[src/rtl/sprite_sched_pkg.sv]
// -----------------------------------------------------------------------------
// sprite_sched_pkg
// Shared types and constants for the sprite scheduler and its blit engine:
// scheduler state encoding, sprite/coordinate/colour widths, the erase colour
// and the per-axis overlap helper used by the optional collision detector.
// -----------------------------------------------------------------------------
package sprite_sched_pkg;

    localparam int SPRITE_DIM = 4;
    localparam int COORD_W    = 7;
    localparam int COLOUR_W   = 3;

    localparam logic [COLOUR_W-1:0] COLOUR_BLACK = 3'b000;

    // Scheduler state encoding (plain constants so legacy code can compare them).
    typedef logic [2:0] sched_state_t;
    localparam sched_state_t ST_IDLE  = 3'd0;
    localparam sched_state_t ST_SNAP  = 3'd1;
    localparam sched_state_t ST_ERASE = 3'd2;
    localparam sched_state_t ST_DRAW  = 3'd3;
    localparam sched_state_t ST_DONE  = 3'd4;

    // True when two coordinates are less than one sprite apart. The difference
    // is taken one bit wider and signed, so there is no wrap-around at 127/0.
    function automatic logic axis_overlap(input logic [COORD_W-1:0] a,
                                          input logic [COORD_W-1:0] b);
        logic signed [COORD_W:0] diff;
        diff = $signed({1'b0, a}) - $signed({1'b0, b});
        return (diff < 8'sd4) && (diff > -8'sd4);
    endfunction

endpackage

[src/rtl/sprite_blit.sv]
// -----------------------------------------------------------------------------
// sprite_blit
// Walks the 16 pixels of a 4x4 sprite, one per cycle, starting on start_i.
// Pixel outputs are combinational; the scheduler registers them.
// Ports:
//   clk_i, resetn_i        clock, synchronous active-low reset
//   start_i                begin a blit (only asserted while idle)
//   base_x_i, base_y_i     top-left corner, held stable for the whole blit
//   colour_i               pixel colour
//   plot_o                 a pixel is valid this cycle
//   pix_x_o, pix_y_o       pixel coordinate (wraps mod 128)
//   pix_c_o                pixel colour
//   last_o                 this is the 16th pixel
//   active_o               blit in progress after its first pixel
// -----------------------------------------------------------------------------
module sprite_blit
    import sprite_sched_pkg::*;
(
    input  logic                clk_i,
    input  logic                resetn_i,
    input  logic                start_i,
    input  logic [COORD_W-1:0]  base_x_i,
    input  logic [COORD_W-1:0]  base_y_i,
    input  logic [COLOUR_W-1:0] colour_i,
    output logic                plot_o,
    output logic [COORD_W-1:0]  pix_x_o,
    output logic [COORD_W-1:0]  pix_y_o,
    output logic [COLOUR_W-1:0] pix_c_o,
    output logic                last_o,
    output logic                active_o
);

    localparam int AXIS_W = $clog2(SPRITE_DIM);
    localparam int OFF_W  = 2 * AXIS_W;

    logic [OFF_W-1:0] off_q, off_d;
    logic             active_q, active_d;
    logic             plot_s, last_s;

    // Pixel generation and offset advance; the first pixel comes out in the start cycle.
    always_comb begin
        plot_s   = start_i | active_q;
        last_s   = plot_s & (off_q == {OFF_W{1'b1}});
        pix_x_o  = base_x_i + COORD_W'(off_q[AXIS_W-1:0]);
        pix_y_o  = base_y_i + COORD_W'(off_q[OFF_W-1:AXIS_W]);
        pix_c_o  = colour_i;
        plot_o   = plot_s;
        last_o   = last_s;
        active_o = active_q;
        if (plot_s) begin
            off_d    = off_q + OFF_W'(1);
            active_d = ~last_s;
        end else begin
            off_d    = off_q;
            active_d = active_q;
        end
    end

    // Offset counter and busy flag.
    always_ff @(posedge clk_i) begin
        if (!resetn_i) begin
            off_q    <= '0;
            active_q <= 1'b0;
        end else begin
            off_q    <= off_d;
            active_q <= active_d;
        end
    end

endmodule

[src/rtl/sprite_scheduler.sv]
// -----------------------------------------------------------------------------
// sprite_scheduler
// Time-shares one 4x4 blit engine across NUM_SPRITES sprites. On each frame
// tick it snapshots all sprite inputs, erases stale copies in black, then
// redraws moved, recoloured or newly enabled sprites, one pixel per cycle.
// Optional feature macro: SPRITE_SCHED_COLLISION_EN (pairwise overlap flags,
// evaluated at end of frame). Without it, collision is tied low.
// Ports:
//   clk, resetn            clock, synchronous active-low reset
//   tick                   one-cycle frame pulse
//   spr_en/x/y/c           packed per-sprite enable, position, colour
//   vga_x/y/colour/plot    registered pixel write to the VGA adapter
//   busy                   high from SNAP through DONE
//   frame_done             one-cycle pulse after the last plot of a frame
//   overrun                sticky: tick arrived while not idle
//   collision              per-sprite overlap flags
// -----------------------------------------------------------------------------
module sprite_scheduler
    import sprite_sched_pkg::*;
#(
    parameter int NUM_SPRITES = 4
)
(
    input  logic                            clk,
    input  logic                            resetn,
    input  logic                            tick,
    input  logic [NUM_SPRITES-1:0]          spr_en,
    input  logic [COORD_W*NUM_SPRITES-1:0]  spr_x,
    input  logic [COORD_W*NUM_SPRITES-1:0]  spr_y,
    input  logic [COLOUR_W*NUM_SPRITES-1:0] spr_c,
    output logic [COORD_W-1:0]              vga_x,
    output logic [COORD_W-1:0]              vga_y,
    output logic [COLOUR_W-1:0]             vga_colour,
    output logic                            vga_plot,
    output logic                            busy,
    output logic                            frame_done,
    output logic                            overrun,
    output logic [NUM_SPRITES-1:0]          collision
);

    localparam int IDX_W = (NUM_SPRITES > 1) ? $clog2(NUM_SPRITES) : 1;
    localparam logic [IDX_W-1:0] LAST_IDX = IDX_W'(NUM_SPRITES - 1);

    sched_state_t state_q, state_d;
    logic [IDX_W-1:0] idx_q, idx_d;

    // Snapshot taken in SNAP, and the copy of what is currently on screen.
    logic [NUM_SPRITES-1:0]          new_en_q, vis_q;
    logic [COORD_W*NUM_SPRITES-1:0]  new_x_q, new_y_q, old_x_q, old_y_q;
    logic [COLOUR_W*NUM_SPRITES-1:0] new_c_q, old_c_q;

    logic [COORD_W-1:0]  vga_x_q, vga_y_q;
    logic [COLOUR_W-1:0] vga_colour_q;
    logic                vga_plot_q, busy_q, frame_done_q, overrun_q;

    logic [COORD_W-1:0]  cur_new_x_s, cur_new_y_s, cur_old_x_s, cur_old_y_s;
    logic [COLOUR_W-1:0] cur_new_c_s, cur_old_c_s;
    logic                pos_chg_s, erase_need_s, draw_need_s, need_s, step_done_s;
    logic [COORD_W-1:0]  blit_bx_s, blit_by_s;
    logic [COLOUR_W-1:0] blit_c_s;
    logic                blit_start_s, blit_plot_s, blit_last_s, blit_active_s;
    logic [COORD_W-1:0]  pix_x_s, pix_y_s;
    logic [COLOUR_W-1:0] pix_c_s;

    // Per-index work decision and blit operand mux.
    always_comb begin
        cur_new_x_s  = new_x_q[idx_q*COORD_W +: COORD_W];
        cur_new_y_s  = new_y_q[idx_q*COORD_W +: COORD_W];
        cur_old_x_s  = old_x_q[idx_q*COORD_W +: COORD_W];
        cur_old_y_s  = old_y_q[idx_q*COORD_W +: COORD_W];
        cur_new_c_s  = new_c_q[idx_q*COLOUR_W +: COLOUR_W];
        cur_old_c_s  = old_c_q[idx_q*COLOUR_W +: COLOUR_W];
        pos_chg_s    = (cur_new_x_s != cur_old_x_s) || (cur_new_y_s != cur_old_y_s);
        erase_need_s = vis_q[idx_q] && (!new_en_q[idx_q] || pos_chg_s);
        draw_need_s  = new_en_q[idx_q] &&
                       (!vis_q[idx_q] || pos_chg_s || (cur_new_c_s != cur_old_c_s));
        case (state_q)
            ST_ERASE: begin
                need_s    = erase_need_s;
                blit_bx_s = cur_old_x_s;
                blit_by_s = cur_old_y_s;
                blit_c_s  = COLOUR_BLACK;
            end
            ST_DRAW: begin
                need_s    = draw_need_s;
                blit_bx_s = cur_new_x_s;
                blit_by_s = cur_new_y_s;
                blit_c_s  = cur_new_c_s;
            end
            default: begin
                need_s    = 1'b0;
                blit_bx_s = cur_new_x_s;
                blit_by_s = cur_new_y_s;
                blit_c_s  = cur_new_c_s;
            end
        endcase
        blit_start_s = need_s && !blit_active_s;
        // An index finishes either on the blit's last pixel or in one skip cycle.
        step_done_s  = need_s ? blit_last_s
                              : ((state_q == ST_ERASE) || (state_q == ST_DRAW));
    end

    sprite_blit u_blit (
        .clk_i    (clk),
        .resetn_i (resetn),
        .start_i  (blit_start_s),
        .base_x_i (blit_bx_s),
        .base_y_i (blit_by_s),
        .colour_i (blit_c_s),
        .plot_o   (blit_plot_s),
        .pix_x_o  (pix_x_s),
        .pix_y_o  (pix_y_s),
        .pix_c_o  (pix_c_s),
        .last_o   (blit_last_s),
        .active_o (blit_active_s)
    );

    // Frame sequencer: all erases, then all draws, each walking indices 0..N-1.
    always_comb begin
        state_d = state_q;
        idx_d   = idx_q;
        case (state_q)
            ST_IDLE: begin
                if (tick) begin
                    state_d = ST_SNAP;
                end else begin
                    state_d = ST_IDLE;
                end
            end
            ST_SNAP: begin
                state_d = ST_ERASE;
                idx_d   = '0;
            end
            ST_ERASE: begin
                if (step_done_s && (idx_q == LAST_IDX)) begin
                    state_d = ST_DRAW;
                    idx_d   = '0;
                end else if (step_done_s) begin
                    idx_d = idx_q + IDX_W'(1);
                end else begin
                    idx_d = idx_q;
                end
            end
            ST_DRAW: begin
                if (step_done_s && (idx_q == LAST_IDX)) begin
                    state_d = ST_DONE;
                    idx_d   = '0;
                end else if (step_done_s) begin
                    idx_d = idx_q + IDX_W'(1);
                end else begin
                    idx_d = idx_q;
                end
            end
            ST_DONE: begin
                state_d = ST_IDLE;
            end
            default: begin
                state_d = ST_IDLE;
                idx_d   = '0;
            end
        endcase
    end

    // State, index, and registered status/pixel outputs.
    always_ff @(posedge clk) begin
        if (!resetn) begin
            state_q      <= ST_IDLE;
            idx_q        <= '0;
            vga_x_q      <= '0;
            vga_y_q      <= '0;
            vga_colour_q <= '0;
            vga_plot_q   <= 1'b0;
            busy_q       <= 1'b0;
            frame_done_q <= 1'b0;
            overrun_q    <= 1'b0;
        end else begin
            state_q      <= state_d;
            idx_q        <= idx_d;
            vga_plot_q   <= blit_plot_s;
            // busy follows the next state so it lines up with SNAP..DONE.
            busy_q       <= (state_d != ST_IDLE);
            frame_done_q <= (state_q == ST_DONE);
            overrun_q    <= overrun_q | (tick && (state_q != ST_IDLE));
            if (blit_plot_s) begin
                vga_x_q      <= pix_x_s;
                vga_y_q      <= pix_y_s;
                vga_colour_q <= pix_c_s;
            end
        end
    end

    // Sprite snapshot in SNAP and on-screen bookkeeping in DONE.
    always_ff @(posedge clk) begin
        if (!resetn) begin
            new_en_q <= '0;
            new_x_q  <= '0;
            new_y_q  <= '0;
            new_c_q  <= '0;
            old_x_q  <= '0;
            old_y_q  <= '0;
            old_c_q  <= '0;
            vis_q    <= '0;
        end else if (state_q == ST_SNAP) begin
            new_en_q <= spr_en;
            new_x_q  <= spr_x;
            new_y_q  <= spr_y;
            new_c_q  <= spr_c;
        end else if (state_q == ST_DONE) begin
            old_x_q <= new_x_q;
            old_y_q <= new_y_q;
            old_c_q <= new_c_q;
            vis_q   <= new_en_q;
        end
    end

`ifdef SPRITE_SCHED_COLLISION_EN
    logic [NUM_SPRITES-1:0] coll_s, collision_q;
    logic                   hit_s;

    // Pairwise bounding-box overlap over the snapshot, enabled sprites only.
    always_comb begin
        coll_s = '0;
        hit_s  = 1'b0;
        for (int i = 0; i < NUM_SPRITES; i++) begin
            for (int j = i + 1; j < NUM_SPRITES; j++) begin
                hit_s = new_en_q[i] && new_en_q[j] &&
                        axis_overlap(new_x_q[i*COORD_W +: COORD_W], new_x_q[j*COORD_W +: COORD_W]) &&
                        axis_overlap(new_y_q[i*COORD_W +: COORD_W], new_y_q[j*COORD_W +: COORD_W]);
                coll_s[i] = coll_s[i] | hit_s;
                coll_s[j] = coll_s[j] | hit_s;
            end
        end
    end

    // Collision flags update alongside frame_done and hold until the next frame end.
    always_ff @(posedge clk) begin
        if (!resetn) begin
            collision_q <= '0;
        end else if (state_q == ST_DONE) begin
            collision_q <= coll_s;
        end
    end

    assign collision = collision_q;
`else
    assign collision = '0;
`endif

    assign vga_x      = vga_x_q;
    assign vga_y      = vga_y_q;
    assign vga_colour = vga_colour_q;
    assign vga_plot   = vga_plot_q;
    assign busy       = busy_q;
    assign frame_done = frame_done_q;
    assign overrun    = overrun_q;

endmodule
[config.mk]
export PLATFORM = sky130hd
export DESIGN_NAME = sprite_scheduler
export DESIGN_NICKNAME = d
export VERILOG_FILES = /design/src/rtl/sprite_sched_pkg.sv /design/src/rtl/sprite_blit.sv /design/src/rtl/sprite_scheduler.sv
export SDC_FILE = /design/constraint.sdc
export NUM_CORES = 1
export LEC_CHECK = 0
export CAP_MARGIN = 20
export CORE_ASPECT_RATIO = 1.75
export CORE_MARGIN = 5
export CORE_UTILIZATION = 55
export DETAILED_ROUTE_END_ITERATION = 10
export GPL_TIMING_DRIVEN = 0
export PLACE_DENSITY_LB_ADDON = 0.12
export SETUP_SLACK_MARGIN = 0.1
export SYNTH_ARGS = -nofsm -noshare
export SYNTH_HDL_FRONTEND = slang
export SYNTH_SLANG_ARGS = --single-unit
[constraint.sdc]
create_clock -name clk -period 6.5 [get_ports clk]
set_input_delay 1.3 -clock clk [delete_from_list [all_inputs] [get_ports clk]]
set_output_delay 1.3 -clock clk [all_outputs]
set_load 0.02 [all_outputs]
* Word level (Yosys, flattened, before mapping)
Index checks and enable logic that the tools add are counted.
** Word-level totals
- Flip-flop bits (word level) :: 175
- Bits in latches :: 0
- Bits in writable memories :: 0
- Bits in read-only memories :: 0
- Input bits :: 75
- Output and inout bits :: 25
- Logic and storage cells :: 84
- Memories :: 0
** Operators by class
- Add/sub/neg operators :: 4
- Multipliers :: 2
- Divide/modulo/power cells :: 0
- $lt $le $gt $ge :: 1
- Eq/ne operators :: 10
- Shift operators :: 6
- Multiplexer cells :: 16
- Bitwise operators :: 6
- Reduce and logical (&&, ||, !) cells :: 20
** Operators by type and width (number)
- 28-bit by 6-bit indexed part select with 7-bit output :: 4
- 12-bit by 5-bit indexed part select with 3-bit output :: 2
- 7-bit by 2-bit adder with 7-bit output :: 2
- 7-bit 2-to-1 mux :: 2
- 7-bit inequality test :: 2
- 3-bit case mux with 4 select lines :: 1
- 3-bit 2-to-1 mux :: 3
- 3-bit by 2-bit == test with 1-bit output (second input constant) :: 2
- 3-bit nonzero test :: 2
- 1-bit logical AND :: 5
- 1-bit logical OR :: 5
- 2-bit by 3-bit multiplier with 5-bit output (second input constant) :: 1
- 4-bit by 1-bit adder with 4-bit output (second input constant) :: 1
- 1-bit binary-select mux with 2-bit select :: 2
- 4-bit == test (second input constant) :: 1
- 2-bit by 2-bit multiplier with 4-bit output (second input constant) :: 1
- 1-bit 2-to-1 mux :: 4
- 2-bit 2-to-1 mux :: 2
- 2-bit case mux with 2 select lines :: 1
- 2-bit AND reduction :: 2
- 2-bit OR reduction :: 2
- 3-bit by 1-bit == test with 1-bit output (second input constant) :: 1
- 3-bit == test (second input constant) :: 1
- 1-bit zero test :: 3
- 10 further kinds :: 13

* Depth between registers and ports, before layout
Gate-level depths: netlist (run 1).
- Depth after elaboration :: 16
- Gate-level depth with buffers :: 12
- Gate-level depth less buffers :: 11

* Modules after synthesis
Synthesis (run 1) repeated with hierarchy kept, for this count alone.
** Second synthesis, totals
- Cells, all modules :: 882
- Area total of the unflattened synthesis :: 8109.0 um^2
** Modules (own cells, without submodules)
- sprite_scheduler :: instances 1, cells each 818, area an instance 7588.5 um^2, sequential area each 3403.3 um^2
- sprite_blit :: instances 1, cells each 64, area an instance 520.5 um^2, sequential area each 100.1 um^2

* Least setup slack after synthesis (run 1)
No wires, ideal clock.
- Kind :: flip-flop to flip-flop
- From :: register state_q[0]
- To :: register vga_x_q[6] (netlist: vga_x[6])
- Library setup time :: 0.119 ns
- Arrival :: 2.719 ns
- Required time :: 6.381 ns
- Path slack :: 3.662 ns
- Stages on the path, launching flop included :: 12
- Buffers on the path :: 1
- Period minus slack after synthesis :: 2.838 ns
- Cell sequence :: dfxtp_1 nor3b_2 buf_2 nand2_1 nand2_1 ha_1 inv_1 fa_1 or3_1 or4_1 nand3_1 mux2i_1
** On the way
- Longest elaborated chain between the ends :: 4
- Elaborated cells between the ends (all ways) :: 7
- Classes of those cells :: add/sub (1); eq/ne (2); mux (2); bitwise (1); reduce/logical (1)
** Ends and longest elaborated chain
- start: declaration :: RTL line sprite_scheduler.sv:44 : sched_state_t state_q, state_d;
- start signal: assignment :: RTL line sprite_scheduler.sv:177 : state_q <= state_d;
- parallel branches: the longest is 4 deep, another holds 7-bit by 2-bit adder with 7-bit output
- end signal: assignment :: RTL line sprite_scheduler.sv:185 : vga_x_q <= pix_x_s;
- end: declaration :: RTL line sprite_scheduler.sv:52 : logic [COORD_W-1:0] vga_x_q, vga_y_q;
Several ways; the timed one is not identified.
A chain may end at the register's enable or synchronous reset.

* Worst setup path after layout (run 1)
- From :: register idx_q[1]
- To :: register vga_x_q[6] (netlist: vga_x[6])
** On the way
- Longest elaborated chain between the ends :: 10
- Elaborated cells between the ends (all ways) :: 28
- Classes of those cells :: add/sub (1); mul (2); eq/ne (3); shift (6); mux (6); bitwise (1); reduce/logical (9)
** Ends and longest elaborated chain
- start: declaration :: RTL line sprite_scheduler.sv:45 : logic [IDX_W-1:0] idx_q, idx_d;
- start signal: assignment :: RTL line sprite_scheduler.sv:178 : idx_q <= idx_d;
- 2-bit by 3-bit multiplier with 5-bit output
- 28-bit by 6-bit indexed part select with 7-bit output, on equally long branches
- 7-bit inequality test :: RTL line sprite_scheduler.sv:73 : pos_chg_s = (cur_new_x_s != cur_old_x_s) || (cur_new_y_s != cur_old_y_s);
- 1-bit logical OR :: RTL line sprite_scheduler.sv:73
- 1-bit logical OR (2 in a row) :: RTL line sprite_scheduler.sv:76 : (!vis_q[idx_q] || pos_chg_s || (cur_new_c_s != cur_old_c_s));
- 1-bit logical AND :: RTL line sprite_scheduler.sv:75 : draw_need_s = new_en_q[idx_q] &&
- 1-bit case mux with 2 select lines :: RTL line sprite_scheduler.sv:77 : case (state_q)
- 1-bit logical AND :: RTL line sprite_scheduler.sv:97 : blit_start_s = need_s && !blit_active_s;
- 1-bit OR :: RTL line sprite_blit.sv:42 : plot_s = start_i | active_q;
Several ways; a longest one is shown, not always the timed one. The select of a mux whose other input is x is not followed.

==> results of run 1 <==
[registers in the layout (all words and copies together) (netlist names), 3 cells and up]
signal / count
old_x_q: 28
new_x_q: 28
vga_y: 7
old_y_q: 28
vga_x: 7
vga_colour: 3
new_en_q: 4
new_y_q: 28
u_blit.off_q: 4
new_c_q: 12
old_c_q: 12
state_q: 3
vis_q: 4
[stage by stage]
step / cells / util (%) / hold WS [ns] / area, µm²
2_1_floorplan: 906 / - / 0.440 / 8150
3_3_place_gp: 1180 / 64.5 / 0.444 / 9310
4_1_cts: 1213 / 68.7 / 0.463 / 9920
3_5_place_dp: 1181 / 64.6 / 0.453 / 9330
5_1_grt: 1213 / 68.7 / 0.479 / 9920
6_report: 1213 / 68.7 / 0.458 / 9920
[metal layers]
metal  GRT usage, %  up-vias
met4           12.2        0
li1               -     3274
met2           45.8      186
met1           26.9     3082
met3           4.04       56
met5              0        -
[synthesized netlist by cell type, drive strengths merged (4+ instances only)]
library cell / n
a21boi: 146
a21oi: 4
buf: 15
clkbuf: 54
dfxtp: 175
ha: 6
inv: 8
mux2i: 35
mux4: 36
nand2: 332
nand2b: 5
nand3: 10
nor2: 4
nor2b: 4
nor3: 4
or3: 5
xnor2: 12
xor2: 11
[area by class of cell]
| class | instances | area [µm²] |
|---|---|---|
| Buffer | 69 | 318 |
| Clock buffer | 19 | 443 |
| Clock inverter | 13 | 149 |
| Fill cell | 1213 | 4520 |
| Inverter | 8 | 30.0 |
| Multi-Input combinational cell | 654 | 4300 |
| Sequential cell | 175 | 3500 |
| Tap cell | 180 | 225 |
| Timing Repair Buffer | 95 | 952 |
[logic make-up (layout without fill, tap and decap cells)]
kind of cell	after synthesis	in the layout	share of synthesized area [%]
adder cells (fa/ha/maj)	8	8	1.41
AO/OA/AOI/OAI	167	167	15.4
other	1	4	0.0461
AND/OR/NAND/NOR	381	381	19.1
buffers and inverters	77	204	4.27
XOR/XNOR	23	23	2.48
multiplexers	71	71	14.3
flip-flops	175	175	43.1
[report_power, final]
group	internal (mW)	switching, mW	leakage [nW]
clock	0.556	0.462	0.281
combinational	0.117	0.123	1.75
sequential	1.10	0.0246	1.42
[worst max-delay path, stage by stage (launching register included)]
cell	delay (ns)
sky130_fd_sc_hd__dfxtp_1	0.33
sky130_fd_sc_hd__buf_2	0.30
sky130_fd_sc_hd__buf_2	0.36
sky130_fd_sc_hd__mux4_2	0.31
sky130_fd_sc_hd__nand2_1	0.06
sky130_fd_sc_hd__nand2_1	0.11
sky130_fd_sc_hd__ha_1	0.18
sky130_fd_sc_hd__inv_1	0.06
sky130_fd_sc_hd__fa_1	0.40
sky130_fd_sc_hd__or3_1	0.44
sky130_fd_sc_hd__or4_1	0.48
sky130_fd_sc_hd__nand3_1	0.09
sky130_fd_sc_hd__mux2i_1	0.07
[worst min-delay path by stage]
| stage | endpoint | depth (start not counted) |
|---|---|---|
| floorplan | old_c_q[6] | 2 |
| detailed placement | vga_x[2] | 2 |
| global route | old_y_q[22] | 2 |
| global placement | vga_x[3] | 2 |
| finish | vga_x[2] | 2 |
| CTS | vga_colour[0] | 2 |
==> impl_summary.log, run 1 <==
[metrics] Warnings, synthesis: 0
[metrics] endpoints failing hold: 0
[metrics] number of distinct library cells after synthesis: 45
[metrics] initial cell density of the core: between 50% and 60%
[metrics] number of storage elements in the synthesis netlist: roughly 180
[metrics] n_diodes: 0
[metrics] peak supply drop: 0.147 mV
[metrics] post-CTS repair timing setup buffer count: 0
[metrics] total detailed-routing wirelength: between 20 and 25 mm
[metrics] met3 wire length: 1.05 mm
[metrics] global placer's final weighted congestion: 0.900
[metrics] iteration count of the initial detailed-routing pass: 4
[metrics] total of cells resized after clock tree synthesis: 0
[metrics] share of layout cells above drive strength 1: under 10%
[metrics] Worst Setup Start Kind: flip-flop
[metrics] leading cell type in the layout, fill and taps excluded: sky130_fd_sc_hd__nand2_1
[metrics] antenna violations before repair: 0
[metrics] clk sinks: about 180
[metrics] Reg clk slew, reported paths: 0.07 ns
[metrics] Seq/Total Area, Yosys: 43.1%
[metrics] transition time at the pin with the least slew margin: 0.693 ns
[metrics] setup total negative slack: 0 ns
[metrics] TritonCTS clock tree: yes
[metrics] data arrival at the endpoint of the critical path: around 3.6 ns
[metrics] most common flop cell mapped by yosys: sky130_fd_sc_hd__dfxtp_1
[metrics] synthesis-to-finish area growth: 21.9%
[metrics] count of final max-slew check failures: 0
[metrics] routed len/inst: around 17 µm
[metrics] global-route wire length before repair: roughly 33 mm
[metrics] largest net degree at the start of global routing: 18
[metrics] detailed-route via count: ~6,600
[metrics] cts hold-fix bufs: 0
[metrics] slew margin rel.: between 50% and 60%
[metrics] FF-to-FF setup slack: 3.20 ns
[metrics] Die ar.: 17,400 µm²
[metrics] Critical Path Start: idx_q[1]
[metrics] most frequent cells in the layout: 332 x sky130_fd_sc_hd__nand2_1, 175 x sky130_fd_sc_hd__dfxtp_1, 145 x sky130_fd_sc_hd__a21boi_0
[metrics] clock tree root buffer cell: sky130_fd_sc_hd__clkbuf_16
[metrics] via count of the first global-routing pass: about 6,700
[metrics] final clock period utilization by the worst path: about half
[metrics] number of core rows: 58
[metrics] count of flip-flops with a built-in enable after synthesis: 0
[metrics] area of the core: 14,400 µm²
[metrics] Max clock buf depth: 2
[metrics] post-synth top area cell: sky130_fd_sc_hd__dfxtp_1
[metrics] clock latency at the later pin of the worst-skew pair: about 0.43 ns
[metrics] all-layer global routing usage: around a quarter
[metrics] Die H: approximately 170 µm
[metrics] synthesized area divided by synthesized cell count: 9.01 µm²
[metrics] crit end category: flip-flop
[metrics] total routed wire length on the met1 layer: 7.71 mm
[metrics] max-cap violation count: 0
[metrics] critical path capture point: vga_x[6]
[metrics] global route total overflow: 0
[metrics] leakage power of the design: approximately 3.4 nW
[metrics] number of buffers inserted during clock tree synthesis: 17
[metrics] top-area cell type share of the netlist area: a little over two fifths
[metrics] Worst Reg-to-Reg Cells: 12
[metrics] uppermost layer routed: met4
[metrics] power density of the placed cells: 240 nW/µm²
[metrics] required time of the critical path: 6.81 ns
[metrics] outcome: finished clean
[metrics] maximum frequency from static timing analysis: a little over 0.3 GHz
[metrics] setup repair after global routing missed its margin: false
[metrics] Reg2Reg Launch Point: idx_q[1]
[metrics] Worst Clk Skew: a little under 0.009 ns
[metrics] hold wc startpoint: vga_x[2]
[metrics] class of the tightest hold or removal check: reg -> reg
[metrics] detailed router's first-iteration violation count: ~350
[metrics] count of nets left with antenna violations after detail routing: 0
[metrics] Place WS: ~3.2 ns
[metrics] H-tree depth: 4
[metrics] average vias per placed instance: about 5.4
[metrics] Residual DRC: 0
[metrics] shortest clock period the worst path allows after layout: 3.30 ns
[metrics] chip width: 102 µm
[metrics] number of port buffers: 94
[metrics] R2R Path End: vga_x[6]
[metrics] Max FO, Critical Path: 10
[metrics] count of pins on the block boundary: 100
[metrics] cells taking the most area after synthesis: sky130_fd_sc_hd__dfxtp_1 43%, sky130_fd_sc_hd__nand2_1 15%, sky130_fd_sc_hd__a21boi_0 13%
[metrics] detailed route wirelength on metal2: ~11 mm
[metrics] total half-perimeter wirelength after legalization and detailed placement: 15.6 mm
[metrics] Gate Count Post-Synth: 903
[metrics] async set or reset register ratio after synthesis: 0%
[metrics] start-to-end type of the worst setup path: reg -> reg
[metrics] total power draw: 2.38 mW
[metrics] final setup violation count: 0
[metrics] NumNets Final: 1,103
[metrics] netlist area before placement: approximately 8100 µm²
[metrics] final setup slack of the worst path: approximately 3.2 ns
Note: power is estimated with default switching activity, not from simulation.
==> run 2: changes to the inputs <==
--- a/config.mk
+++ b/config.mk
@@ -8,7 +8,7 @@
 export CAP_MARGIN = 20
 export CORE_ASPECT_RATIO = 1.75
 export CORE_MARGIN = 5
-export CORE_UTILIZATION = 55
+export CORE_UTILIZATION = 50
 export DETAILED_ROUTE_END_ITERATION = 10
 export GPL_TIMING_DRIVEN = 0
 export PLACE_DENSITY_LB_ADDON = 0.12
==> constraint.sdc (replaced) <==
create_clock -name clk -period 2.8 [get_ports clk]
set_input_delay 0.56 -clock clk [delete_from_list [all_inputs] [get_ports clk]]
set_output_delay 0.56 -clock clk [all_outputs]
set_load 0.02 [all_outputs]
==> impl_summary.log, run 2 (same netlist as run 1, synthesis figures left out) <==
[metrics] setup total negative slack: 0 ns (unchanged)
[metrics] global route total overflow: 0 (unchanged)
[metrics] data arrival at the endpoint of the critical path: 3.06 ns (-0.56 ns)
[metrics] detailed router's first-iteration violation count: 344 (-0.29%)
[metrics] largest net degree at the start of global routing: 17 (-1)
[metrics] final setup violation count: 0 (unchanged)
[metrics] maximum frequency from static timing analysis: 0.364 GHz (+20%)
[metrics] number of core rows: 61 (+5.2%)
[metrics] n_diodes: 0 (unchanged)
[metrics] initial cell density of the core: 51.0% (-5.3 points)
[metrics] Worst Reg-to-Reg Cells: 12 (unchanged)
[metrics] routed len/inst: 17.4 µm (+2.3%)
[metrics] Worst Setup Start Kind: flip-flop
[metrics] power density of the placed cells: 566 nW/µm² (+140%)
[metrics] outcome: finished clean
[metrics] iteration count of the initial detailed-routing pass: 6 (+2)
[metrics] cts hold-fix bufs: 0 (unchanged)
[metrics] peak supply drop: 0.344 mV (+130%)
[metrics] Die ar.: 19,000 µm² (+9.2%)
[metrics] via count of the first global-routing pass: 6,798 (+1.4%)
[metrics] post-route design area: 10,500 µm² (+6.1%)
[metrics] average vias per placed instance: 5.43 (-0.13%)
[metrics] synthesis-to-finish area growth: 29.4%
[metrics] antenna violations before repair: 0 (unchanged)
[metrics] number of port buffers: 94 (unchanged)
[metrics] class of the tightest hold or removal check: reg -> reg
[metrics] total power draw: 5.95 mW (+150%)
[metrics] leading cell type in the layout, fill and taps excluded: sky130_fd_sc_hd__nand2_1
[metrics] max-cap violation count: 0 (unchanged)
[metrics] standard cell area after detailed placement: 9370 µm² (+0.40%)
[metrics] TritonCTS clock tree: yes
[metrics] final clock period utilization by the worst path: 98.1% (+47 points)
[metrics] Cells on Worst Hold Path: 2 (unchanged)
[metrics] shortest clock period the worst path allows after layout: 2.75 ns (-0.556 ns)
[metrics] Die H: 179 µm (+4.6%)
[metrics] slew margin rel.: 32.6% (-21 points)
[metrics] crit end category: flip-flop
[metrics] global-route wire length before repair: 34.8 mm (+4.5%)
[metrics] most frequent cells in the layout: 327 x sky130_fd_sc_hd__nand2_1, 174 x sky130_fd_sc_hd__dfxtp_1, 145 x sky130_fd_sc_hd__a21boi_0
[metrics] total half-perimeter wirelength after legalization and detailed placement: 15.9 mm (+2.1%)
[metrics] Max FO, Critical Path: 6 (-4)
[metrics] NumNets Final: 1,132 (+2.6%)
[metrics] Max clock buf depth: 2 (unchanged)
[metrics] Worst Clk Skew: 0.0110 ns (+0.00208 ns)
[metrics] Reg clk slew, reported paths: 0.07 ns (about the same)
[metrics] setup repair after global routing missed its margin: true
[metrics] chip width: 106 µm (+4.4%)
[metrics] H-tree depth: 4 (unchanged)
[metrics] clk sinks: 175 (unchanged)
[metrics] global placer's final weighted congestion: 0.908 (+0.87%)
[metrics] required time of the critical path: 3.12 ns (-3.69 ns)
[metrics] count of nets left with antenna violations after detail routing: 0 (unchanged)
[metrics] total detailed-routing wirelength: 21.8 mm (+5.5%)
[metrics] Residual DRC: 0 (unchanged)
[metrics] clock latency at the later pin of the worst-skew pair: 0.43 ns (about the same)
[metrics] all-layer global routing usage: 23.3% (-1.5 points)
[metrics] detailed-route via count: 6,796 (+3.0%)
[metrics] count of pins on the block boundary: 100 (unchanged)
[metrics] area of the core: 16,000 µm² (+10%)
[metrics] count of final max-slew check failures: 0 (unchanged)
[metrics] endpoints failing hold: 0 (unchanged)
[metrics] start-to-end type of the worst setup path: reg -> reg
[metrics] clock tree root buffer cell: sky130_fd_sc_hd__clkbuf_16
[metrics] transition time at the pin with the least slew margin: 1.01 ns (+0.312 ns)
[metrics] leakage power of the design: 3.70 nW (+7.2%)
[metrics] number of buffers inserted during clock tree synthesis: 17 (unchanged)
[metrics] share of layout cells above drive strength 1: 14.0% (+5.5 points)
[run 2: routing by layer]
metal | GRT usage, % | vias to the layer above | wire length (µm) | share of wire, %
met4 | 9.44 | 0 | 625 | 2.9
met3 | 3.32 | 48 | 871 | 4.0
met2 | 44.4 | 206 | 11800 | 54
met1 | 25.7 | 3207 | 8420 | 39
met5 | 0 | - | 0 | 0
li1 | - | 3335 | - | -
[run 2: critical path, cell delays in order, from the launching register on]
cell	delay, ns
sky130_fd_sc_hd__dfxtp_4	0.36
sky130_fd_sc_hd__buf_12	0.14
sky130_fd_sc_hd__buf_12	0.13
sky130_fd_sc_hd__mux4_2	0.37
sky130_fd_sc_hd__nand2_2	0.07
sky130_fd_sc_hd__nand2_4	0.09
sky130_fd_sc_hd__ha_4	0.13
sky130_fd_sc_hd__inv_2	0.04
sky130_fd_sc_hd__fa_2	0.38
sky130_fd_sc_hd__or3_4	0.35
sky130_fd_sc_hd__or4_1	0.40
sky130_fd_sc_hd__nand3_1	0.09
sky130_fd_sc_hd__mux2i_1	0.07
[run 2: area by class of cell]
type	instances	area (µm²)
multi-input combinational	654	4490
clock buffer	20	457
tap	189	236
sequential	175	3510
clock inverter	12	216
timing repair buffer	124	1200
buffer	69	393
fill	1331	5430
inverter	8	30.0
[run 2: worst paths after layout]
| path | from | end | slack [ns] |
|---|---|---|---|
| max reg2reg | idx_q[0] | vga_x[6] | 0.05 |
| min reg2reg | vga_x[1] | vga_x[1] | 0.46 |
| min | vga_x[1] | vga_x[1] | 0.46 |
| max | idx_q[0] | vga_x[6] | 0.05 |
[run 2: what timing repair did]
action | CTS | global route
resized for setup | 22 | 32
endpoints found under the setup margin | 25 | 20
cloned | 0 | 2
setup buffers | 19 | 9
pin swaps | 11 | 9
hold endpoints to repair | 0 | 0
[run 2: stage by stage]
stage	worst slack (ns)	hold slack (ns)	std cells	util [%]
2_1_floorplan	0.0850	0.440	906	-
5_1_grt	-0.0178	0.479	1251	66.0
3_5_place_dp	-0.408	0.450	1189	58.7
3_3_place_gp	-0.382	0.444	1189	58.7
4_1_cts	-0.0202	0.458	1240	64.4
6_report	0.0528	0.458	1251	66.0
[run 2: where the power goes]
group	internal (mW)	total [mW]	switching, mW	leakage [nW]
Clock	1.66	2.70	1.04	0.330
Combinational	0.328	0.645	0.318	1.95
Sequential	2.55	2.61	0.0584	1.42
